<file path="src/rtl/apb2axi_pkg.sv">
// apb2axi_pkg: shared AXI3 types, widths and helpers for the APB-to-AXI bridge.
package apb2axi_pkg;
    localparam int AXI_ID_W   = 4;
    localparam int AXI_ADDR_W = 32;
    localparam int AXI_DATA_W = 32;
    localparam logic [12:0] AXI_4KB = 13'd4096;

    typedef enum logic [1:0] {OKAY = 2'b00, EXOKAY = 2'b01, SLVERR = 2'b10, DECERR = 2'b11} axi_resp_e;
    typedef enum logic [1:0] {FIXED = 2'b00, INCR = 2'b01, WRAP = 2'b10} axi_burst_e;
    typedef enum logic [2:0] {IDLE, CHECK, XFER, WAIT_B, CPL} wr_state_e;

    typedef struct packed {
        logic [AXI_ID_W-1:0]   id;
        logic [AXI_ADDR_W-1:0] addr;
        logic [3:0]            len;
        logic [2:0]            size;
    } wr_req_t;

    typedef struct packed {
        logic [AXI_ID_W-1:0] id;
        axi_resp_e           resp;
    } wr_cpl_t;

    // 13-bit sum so that a burst ending exactly on the boundary is still legal
    function automatic logic crosses_4kb(input logic [11:0] offs, input logic [3:0] len, input logic [2:0] size);
        logic [12:0] bytes;
        bytes = ({9'd0, len} + 13'd1) << size;
        return ({1'b0, offs} + bytes) > AXI_4KB;
    endfunction
endpackage

</file>
<file path="src/rtl/apb2axi_wr_beat_ctr.sv">
// apb2axi_wr_beat_ctr: counts W beats of one burst, flags the last beat and burst completion.
module apb2axi_wr_beat_ctr (
    input  logic       clk,
    input  logic       rst_n,
    input  logic       load,
    input  logic       inc,
    input  logic [3:0] len,
    output logic [4:0] cnt,
    output logic       last,
    output logic       done
);
    always_ff @(posedge clk or negedge rst_n) begin
        if (!rst_n)
            cnt <= '0;
        else if (load)
            cnt <= '0;
        else if (inc && !done)
            cnt <= cnt + 5'd1;
    end

    assign last = cnt == {1'b0, len};
    assign done = cnt > {1'b0, len};
endmodule

</file>
<file path="src/rtl/apb2axi_axi_wr_sequencer.sv">
// apb2axi_axi_wr_sequencer: runs one AXI3 write burst at a time (AW, W, B) from a request
// descriptor and data FIFO, returning a completion record; illegal bursts never reach AXI.
module apb2axi_axi_wr_sequencer
    import apb2axi_pkg::*;
#(
    parameter int ID_W   = AXI_ID_W,
    parameter int ADDR_W = AXI_ADDR_W,
    parameter int DATA_W = AXI_DATA_W,
    parameter int STRB_W = DATA_W / 8
) (
    input  logic              ACLK,
    input  logic              ARESETn,
    input  logic              req_valid,
    output logic              req_ready,
    input  logic [ID_W-1:0]   req_id,
    input  logic [ADDR_W-1:0] req_addr,
    input  logic [3:0]        req_len,
    input  logic [2:0]        req_size,
    input  logic              wd_valid,
    output logic              wd_ready,
    input  logic [DATA_W-1:0] wd_data,
    input  logic [STRB_W-1:0] wd_strb,
    output logic              cpl_valid,
    input  logic              cpl_ready,
    output logic [ID_W-1:0]   cpl_id,
    output logic [1:0]        cpl_resp,
    output logic              err_bid,
    output logic [ID_W-1:0]   AWID,
    output logic [ADDR_W-1:0] AWADDR,
    output logic [3:0]        AWLEN,
    output logic [2:0]        AWSIZE,
    output logic [1:0]        AWBURST,
    output logic [1:0]        AWLOCK,
    output logic [3:0]        AWCACHE,
    output logic [2:0]        AWPROT,
    output logic              AWVALID,
    input  logic              AWREADY,
    output logic [ID_W-1:0]   WID,
    output logic [DATA_W-1:0] WDATA,
    output logic [STRB_W-1:0] WSTRB,
    output logic              WLAST,
    output logic              WVALID,
    input  logic              WREADY,
    input  logic [ID_W-1:0]   BID,
    input  logic [1:0]        BRESP,
    input  logic              BVALID,
    output logic              BREADY
);
    wr_state_e         state, state_nx;
    logic [ID_W-1:0]   id_q;
    logic [ADDR_W-1:0] addr_q;
    logic [3:0]        len_q;
    logic [2:0]        size_q;
    logic [1:0]        resp_q;
    logic              aw_done_q, err_q;
    logic [4:0]        beat_cnt;
    logic              w_done, in_xfer, aw_hs, w_hs, illegal, xfer_end, bid_bad;

    apb2axi_wr_beat_ctr u_beat_ctr (
        .clk  (ACLK),
        .rst_n(ARESETn),
        .load (state == CHECK),
        .inc  (w_hs),
        .len  (len_q),
        .cnt  (beat_cnt),
        .last (WLAST),
        .done (w_done)
    );

    // VALIDs decode straight from state so an asynchronous reset drops them at once
    assign in_xfer  = state == XFER;
    assign AWVALID  = in_xfer && !aw_done_q;
    assign WVALID   = in_xfer && !w_done && wd_valid;
    assign wd_ready = in_xfer && !w_done && WREADY;
    assign aw_hs    = AWVALID && AWREADY;
    assign w_hs     = WVALID && WREADY;
    assign xfer_end = (aw_done_q || aw_hs) && (w_done || (w_hs && WLAST));
    assign illegal  = (size_q > 3'($clog2(STRB_W))) || crosses_4kb(addr_q[11:0], len_q, size_q);
    assign bid_bad  = BID != id_q;

    assign req_ready = (state == IDLE) && ARESETn;
    assign BREADY    = state == WAIT_B;
    assign cpl_valid = state == CPL;
    assign cpl_id    = id_q;
    assign cpl_resp  = resp_q;
    assign err_bid   = err_q;
    assign AWID      = id_q;
    assign AWADDR    = addr_q;
    assign AWLEN     = len_q;
    assign AWSIZE    = size_q;
    assign AWBURST   = INCR;
    assign AWLOCK    = 2'b00;
    assign AWCACHE   = 4'b0011;
    assign AWPROT    = 3'b000;
    assign WID       = id_q;
    assign WDATA     = wd_data;
    assign WSTRB     = wd_strb;

    always_comb begin
        state_nx = state;
        case (state)
            IDLE:    state_nx = req_valid ? CHECK : IDLE;
            CHECK:   state_nx = illegal ? CPL : XFER;
            XFER:    state_nx = xfer_end ? WAIT_B : XFER;
            WAIT_B:  state_nx = BVALID ? CPL : WAIT_B;
            CPL:     state_nx = cpl_ready ? IDLE : CPL;
            default: state_nx = IDLE;
        endcase
    end

    always_ff @(posedge ACLK or negedge ARESETn) begin
        if (!ARESETn) begin
            state     <= IDLE;
            id_q      <= '0;
            addr_q    <= '0;
            len_q     <= '0;
            size_q    <= '0;
            resp_q    <= '0;
            aw_done_q <= 1'b0;
            err_q     <= 1'b0;
        end else begin
            state <= state_nx;
            err_q <= 1'b0;
            if (req_valid && req_ready) begin
                id_q   <= req_id;
                addr_q <= req_addr;
                len_q  <= req_len;
                size_q <= req_size;
            end
            if (state == CHECK) begin
                aw_done_q <= 1'b0;
                if (illegal)
                    resp_q <= SLVERR;
            end
            if (aw_hs)
                aw_done_q <= 1'b1;
            if (state == WAIT_B && BVALID) begin
                resp_q <= bid_bad ? SLVERR : BRESP;
                err_q  <= bid_bad;
            end
        end
    end
endmodule
</file>
<file path="config.mk">
export PLATFORM = sky130hd
export DESIGN_NAME = apb2axi_axi_wr_sequencer
export DESIGN_NICKNAME = d
export VERILOG_FILES = /design/src/rtl/apb2axi_pkg.sv /design/src/rtl/apb2axi_wr_beat_ctr.sv /design/src/rtl/apb2axi_axi_wr_sequencer.sv
export SDC_FILE = /design/constraint.sdc
export NUM_CORES = 1
export LEC_CHECK = 0
export CELL_PAD_IN_SITES_DETAIL_PLACEMENT = 0
export CELL_PAD_IN_SITES_GLOBAL_PLACEMENT = 1
export CORE_ASPECT_RATIO = 1.5
export CORE_MARGIN = 5
export CORE_UTILIZATION = 51
export CTS_BUF_LIST = sky130_fd_sc_hd__clkbuf_2
export CTS_CLUSTER_SIZE = 16
export DETAILED_ROUTE_END_ITERATION = 7
export DONT_BUFFER_PORTS = 1
export PLACE_DENSITY_LB_ADDON = 0.2
export RECOVER_POWER = 100
export SLEW_MARGIN = 20
export SYNTH_ARGS = -nofsm -noshare
export SYNTH_HDL_FRONTEND = slang
export SYNTH_SLANG_ARGS = --single-unit
</file>
<file path="constraint.sdc">
create_clock -name ACLK -period 9.5 [get_ports ACLK]
set_input_delay 1.425 -clock ACLK [delete_from_list [all_inputs] [get_ports ACLK]]
set_output_delay 1.425 -clock ACLK [all_outputs]
set_load 0.01 [all_outputs]
</file>
==> metrics, run 1 <==
status=complete, but fails checks; failing checks=capacitance limit, slew limit; number of cells in the design after placement=388; GR Util All Layers=18.5%; Ys Warns=0; Clock Tree Buf Depth=2; vias post-DR=2411; DIE AREA=9000 µm²; static leakage=0.00151 µW; I/O pin count=201; vias per inst=6.10; Final nets=429; Worst EP arrival=4.59 ns; Min-Delay Path Class=reg -> reg; Area contributors post-synth=dfrtp_1, mux2_2, buf_4; Post-synth top cells=buf_4, dfrtp_1, mux2_2; Final HPWL DP=6.23 mm; cts repair resizes=0; Async S/R FF share, synth=100%; Setup Total Neg Slack=0 ns; Inserted Clock Buffers=5; gpl congestion=0.903; Peak VDD IR=149 µV; first-pass GRT wire length=13.2 mm; reg2reg start=AWLEN[0]$_DFFE_PN0P_; largest net degree at the start of global routing=57; total wire length=8.08 mm; Pwr Density=405 nW/µm²; Yosys top cell by area=dfrtp_1; fin cells=395; fin area=3390 µm²; Post-CTS Hold Buffers=0; count of cell types in the netlist=53; chip width=79.1 µm; total grt overflow=0; vias in the first global route=2686; clk sink count=55; Seq/Total Area, Yosys=37.6%; Slew headroom=-18.4%; DRC violations left=0; crit share post-route=44.5%; Antenna Nets Post-Route=0; slowest stage delay, CP=0.70 ns; # port buffers=0; # setup viols final=0; initial antenna violation count=1; CP Launch Point=AWLEN[0]$_DFFE_PN0P_; area grow syn2layout=-7.32%; Synth Area per Inst=9.97 µm²; crit path cell chain=ha_1 -> nand2_1 -> o21a_1 -> a211oi_1 -> nor2_1 -> a21oi_1 -> nand2_1 -> o21ai_0 -> ha_1 -> a21o_1 -> a21oi_1 -> mux2i_1 -> nand4_1 -> a2111oi_0 -> a31o_2 -> o221ai_1; Reg clk slew, reported paths=0.27 ns; Initial Utilization=52.7%; post-synthesis register bit count=55; CP Max Fanout=12; Synth Cell Area=3660 µm²; RSZ-0062 raised after global routing=no; CTS tree=done; max cap viols=1; layout cells sized above 1=18.9%; synthesized netlist cell count=367; root buffer cell=clkbuf_2; post-route minimum period=4.23 ns; Worst EP required=9.86 ns; most used flip-flop cell after synthesis=dfrtp_1; Post-synth EDFFs=0; DRT Pass-1 Iters=4; skew final=0.0222 ns; Slowest-stage cell, CP=dfrtp_1; Critical Path Source Type=register; H-tree levels=2; crit end category=register; CP Class=reg -> reg; WL per Instance=20.4 µm; worst slew pin tran=1.77 ns; Rows=37; fin util=48.8%; Slew Viols, Final=44; Cell Area, Placed=3340 µm²; number of filler cells placed in the layout=694; final hold vios=0; chip height=114 µm; Hold Startpoint=aw_done_q$_DFFE_PN0P_; antenna diode count=0; top-area cell type share of the netlist area=37.6%; post-CTS setup buffers=0; clk_lat worst skew=0.46 ns; core box area=6940 µm²; DR iter-0 viols=117; Max Clk Rate=0.236 GHz
[area by class of cell]
cell class | count | area (µm²) | share of cell area [%]
clock buffers | 5 | 25.0 | 0.738
inverters | 14 | 52.6 | 1.55
multi-input cells | 241 | 1800 | 53.1
well taps | 78 | 97.6 | 2.88
clock inverters | 2 | 37.5 | 1.11
flip-flops and latches | 55 | 1380 | 40.6
[worst paths after layout]
kind	slack, ns	cells past startpoint	endpoint
setup / recovery	5.27	16	state[2]$_DFF_PN0_
hold / removal	0.56	1	aw_done_q$_DFFE_PN0P_
setup reg to reg	5.27	16	state[2]$_DFF_PN0_
hold reg to reg	0.56	1	aw_done_q$_DFFE_PN0P_
max in group asynchronous	8.78	0	AWADDR[18]$_DFFE_PN0P_
min in group asynchronous	0.59	0	AWADDR[13]$_DFFE_PN0P_
[where the power goes]
part           internal [µW]  switching, µW
sequential               335            193
combinational            338            388
clock                   42.8           75.2
[worst max-delay path, delay by kind of cell, from the launching register on]
kind,cells,cell delay [ns]
and+or+nand+nor,4,0.38
muxes,1,0.23
DFF,1,0.70
adders and majority gates,2,0.65
AOI/OAI and AO/OA,9,2.19
[flip-flops by register name, summed over array words and instances, names as in the netlist, 2 cells and up]
| signal | count |
|---|---|
| u_beat_ctr.cnt | 5 |
| AWADDR | 32 |
| cpl_resp | 2 |
| AWLEN | 4 |
| AWSIZE | 3 |
| AWID | 4 |
| state | 3 |
[layout by cell type (no fill, tap or decap), drive strengths merged, types with 3 or more instances in the layout]
cell type	n
nor4	3
xor2	7
nor2	28
nor2b	4
nand4	4
o22ai	3
mux2i	6
xnor2	3
o21a	3
nand3	8
inv	14
o21ai	15
dfrtp	55
a21o	5
conb	11
a211oi	5
nand2	18
mux2	43
and2	4
a21oi	17
clkbuf	5
nor3	4
ha	18
[logic make-up (layout without fill, tap and decap cells)]
| logic type | count (synthesis) | after routing | synth area share [%] |
|---|---|---|---|
| other | 2 | 11 | 0.205 |
| buffers and inverters | 80 | 21 | 13.9 |
| muxes | 49 | 49 | 14.9 |
| and+or+nand+nor | 87 | 87 | 12.0 |
| AOI/OAI and AO/OA | 65 | 65 | 12.3 |
| adders and majority gates | 19 | 19 | 6.71 |
| xor gates and xnor gates | 10 | 10 | 2.39 |
| DFF | 55 | 55 | 37.6 |
[per-layer routing]
metal,part of all wire (%),GRT usage (%),wire length [µm]
met5,0.087,0,7
met4,2.2,7.00,181
met3,8.8,7.50,714
met2,52,32.2,4180
met1,37,19.8,2990
[stage by stage]
step / hold WS [ns] / power (µW) / setup WS (ns)
2_1_floorplan: 0.474 / 1140 / 6.09
3_3_place_gp: 0.503 / 1260 / 5.67
3_5_place_dp: 0.520 / 1270 / 5.55
4_1_cts: 0.548 / 1390 / 5.44
5_1_grt: 0.520 / 1510 / 5.02
6_report: 0.557 / 1370 / 5.27
Note: power is estimated with default switching activity, not from simulation.
==> inputs of run 2 (changes only) <==
Settings changed: ABC_AREA set to 1, CORE_UTILIZATION 51 to 46.
Clock period 9.5 ns to 4.4 ns, I/O delays scaled along.
==> metrics, run 2 <==
worst slew pin tran=2.93 ns; DRT Pass-1 Iters=4; status=complete, but fails checks; commonest non-fill, non-tap cell in the layout=nand2_1; Reg clk slew, reported paths=0.32 ns; reg2reg start=state[1]$_DFF_PN0_; Area contributors post-synth=dfrtp_1, mux2_2, buf_4; vias per inst=5.24; worst-case reg-to-reg path depth=5; Synth Area per Inst=8.18 µm²; Critical R2R Capture=AWADDR[31]$_DFFE_PN0P_; Rows=40; Hold WS=0.252 ns; Slowest-stage cell, CP=clkbuf_1; hold path depth=1; Inserted Clock Buffers=5; Max Clk Rate=0.281 GHz; max cap viols=2; RSZ-0062 raised after global routing=no; Yosys top cell by area=dfrtp_1; crit end category=register; crit share post-route=80.8%; CP Launch Point=state[1]$_DFF_PN0_; commonest non-fill, non-tap cells in the layout=nand2_1, dfrtp_1, inv_1; final hold vios=0; Peak VDD IR=306 µV; slowest stage delay, CP=1.19 ns; # setup viols final=0; number of filler cells placed in the layout=843; vias in the first global route=2728; Initial Utilization=47.0%; Pwr Density=843 nW/µm²; area of the multi-input gates=1770 µm²; WL per Instance=16.3 µm; Crit path top cell by count=nor2_1; Worst EP required=4.82 ns; Ys Warns=0; Setup Total Neg Slack=0 ns; fin cells=521; clk sink count=55; Final HPWL DP=6.82 mm; I/O pin count=201; post-route minimum period=3.56 ns; chip width=83.8 µm; CTS tree=done; DRC violations left=0; Top delay family on crit path=simple AND/OR/NAND/NOR gates; layout cells sized above 1=12.5%; post-synthesis register bit count=55; vias post-DR=2728; register area=1380 µm²; synthesized netlist cell count=460; Hold EP=state[2]$_DFF_PN0_; Async S/R FF share, synth=100%; Largest register FFs=32; Clock Tree Buf Depth=2; post-CTS setup buffers=0; chip height=121 µm; count of cell types in the netlist=32; Slew headroom=-95.4%; CP Max Fanout=29; Pwr Total=2980 µW; total grt overflow=0; # port buffers=0; DR iter-0 viols=81; Worst EP arrival=3.98 ns; crit path cell chain=nor2_1 -> nand3b_1 -> nor2_1 -> clkbuf_1 -> mux2_2; core box area=8010 µm²; Post-synth EDFFs=0; Critical Path Source Type=register; fin util=44.1%; most used flip-flop cell after synthesis=dfrtp_1; Final nets=527; worst path buffer plus inverter count=1; total wire length=8.51 mm; CP Class=reg -> reg; skew final=0.0257 ns; number of cells in the design after placement=511; Slew Viols, Final=86; antenna diode count=0; top-area cell type share of the netlist area=36.6%; failing checks=capacitance limit, slew limit; Seq/Total Area, Yosys=36.6%; root buffer cell=clkbuf_2; Synth Cell Area=3760 µm²; Post-synth top cells=nand2_1, buf_4, dfrtp_1; largest net degree at the start of global routing=56; Antenna Nets Post-Route=0; clk_lat worst skew=0.48 ns; DIE AREA=10100 µm²; Min-Delay Path Class=in -> reg; first-pass GRT wire length=13.6 mm; static leakage=0.00176 µW; initial antenna violation count=1; R2R setup slack=0.84 ns; area grow syn2layout=-6.05%; gpl congestion=0.825; Hold Startpoint=cpl_ready; H-tree levels=2; GR Util All Layers=16.7%; top-count cell post-synth=nand2_1
-- run 2: changes by cell type in the layout (fill, tap and decap cells not counted), sizes merged, moves of 4 or more --
cell    before  now
a211oi       5    0
a21o         5    0
nand2       18  105
nor2b        4    0
mux2        43   37
nor2        28   35
a21oi       17   10
inv         14   48
nand3        8   31
mux2i        6    0
o21ai       15   24
and2         4    0
-- run 2: layout make-up --
| cell class | count | area share, % |
|---|---|---|
| clock buffers | 5 | 0.708 |
| clock inverters | 3 | 0.956 |
| inverters | 48 | 5.10 |
| multi-input cells | 302 | 50.1 |
| flip-flops and latches | 55 | 38.9 |
| well taps | 105 | 3.72 |
| repair buffers | 3 | 0.496 |
-- run 2: logic make-up after synthesis --
logic type                 share of synthesized area [%]
AOI/OAI and AO/OA                                   5.19
xor gates and xnor gates                            1.63
adders and majority gates                           6.52
buffers and inverters                               16.8
DFF                                                 36.6
muxes                                               11.1
other                                              0.200
and+or+nand+nor                                     22.0
-- run 2: worst max path at each step --
stage | to | slack, ns | depth (start not counted)
global route | AWADDR[31]$_DFFE_PN0P_ | 0.47 | 5
finish | AWADDR[31]$_DFFE_PN0P_ | 0.84 | 5
CTS | state[2]$_DFF_PN0_ | 1.08 | 22
global placement | state[2]$_DFF_PN0_ | 1.15 | 22
detailed placement | state[2]$_DFF_PN0_ | 1.07 | 22
floorplan | state[2]$_DFF_PN0_ | 1.67 | 15
-- run 2: per-stage QoR --
stage,instance area [µm²],setup slack (ns)
finish,3530,0.843
global route,3530,0.467
CTS,3590,1.08
detailed placement,3490,1.07
global placement,3490,1.15
floorplan,3800,1.67
-- run 2: timing repair --
| action | in CTS | in global routing |
|---|---|---|
| gates resized for setup | 0 | 0 |
| hold endpoints to repair | 55 | 0 |
| hold buffers | 2 | 0 |
| endpoints found under the setup margin | 0 | 0 |
-- run 2: metal layers --
| metal | track usage [%] | share of wire (%) | routed length, µm |
|---|---|---|---|
| met3 | 6.75 | 8.2 | 698 |
| met4 | 5.33 | 2.0 | 167 |
| met2 | 30.4 | 53 | 4530 |
| met5 | 0 | 0.24 | 20 |
| met1 | 17.4 | 36 | 3090 |
-- run 2: where the power goes --
group / leakage (µW) / switching [µW] / internal (µW)
Sequential: 0.000672 / 385 / 727
Clock: 0.0000363 / 186 / 48.3
Combinational: 0.00105 / 983 / 651
Total: 0.00176 / 1550 / 1430
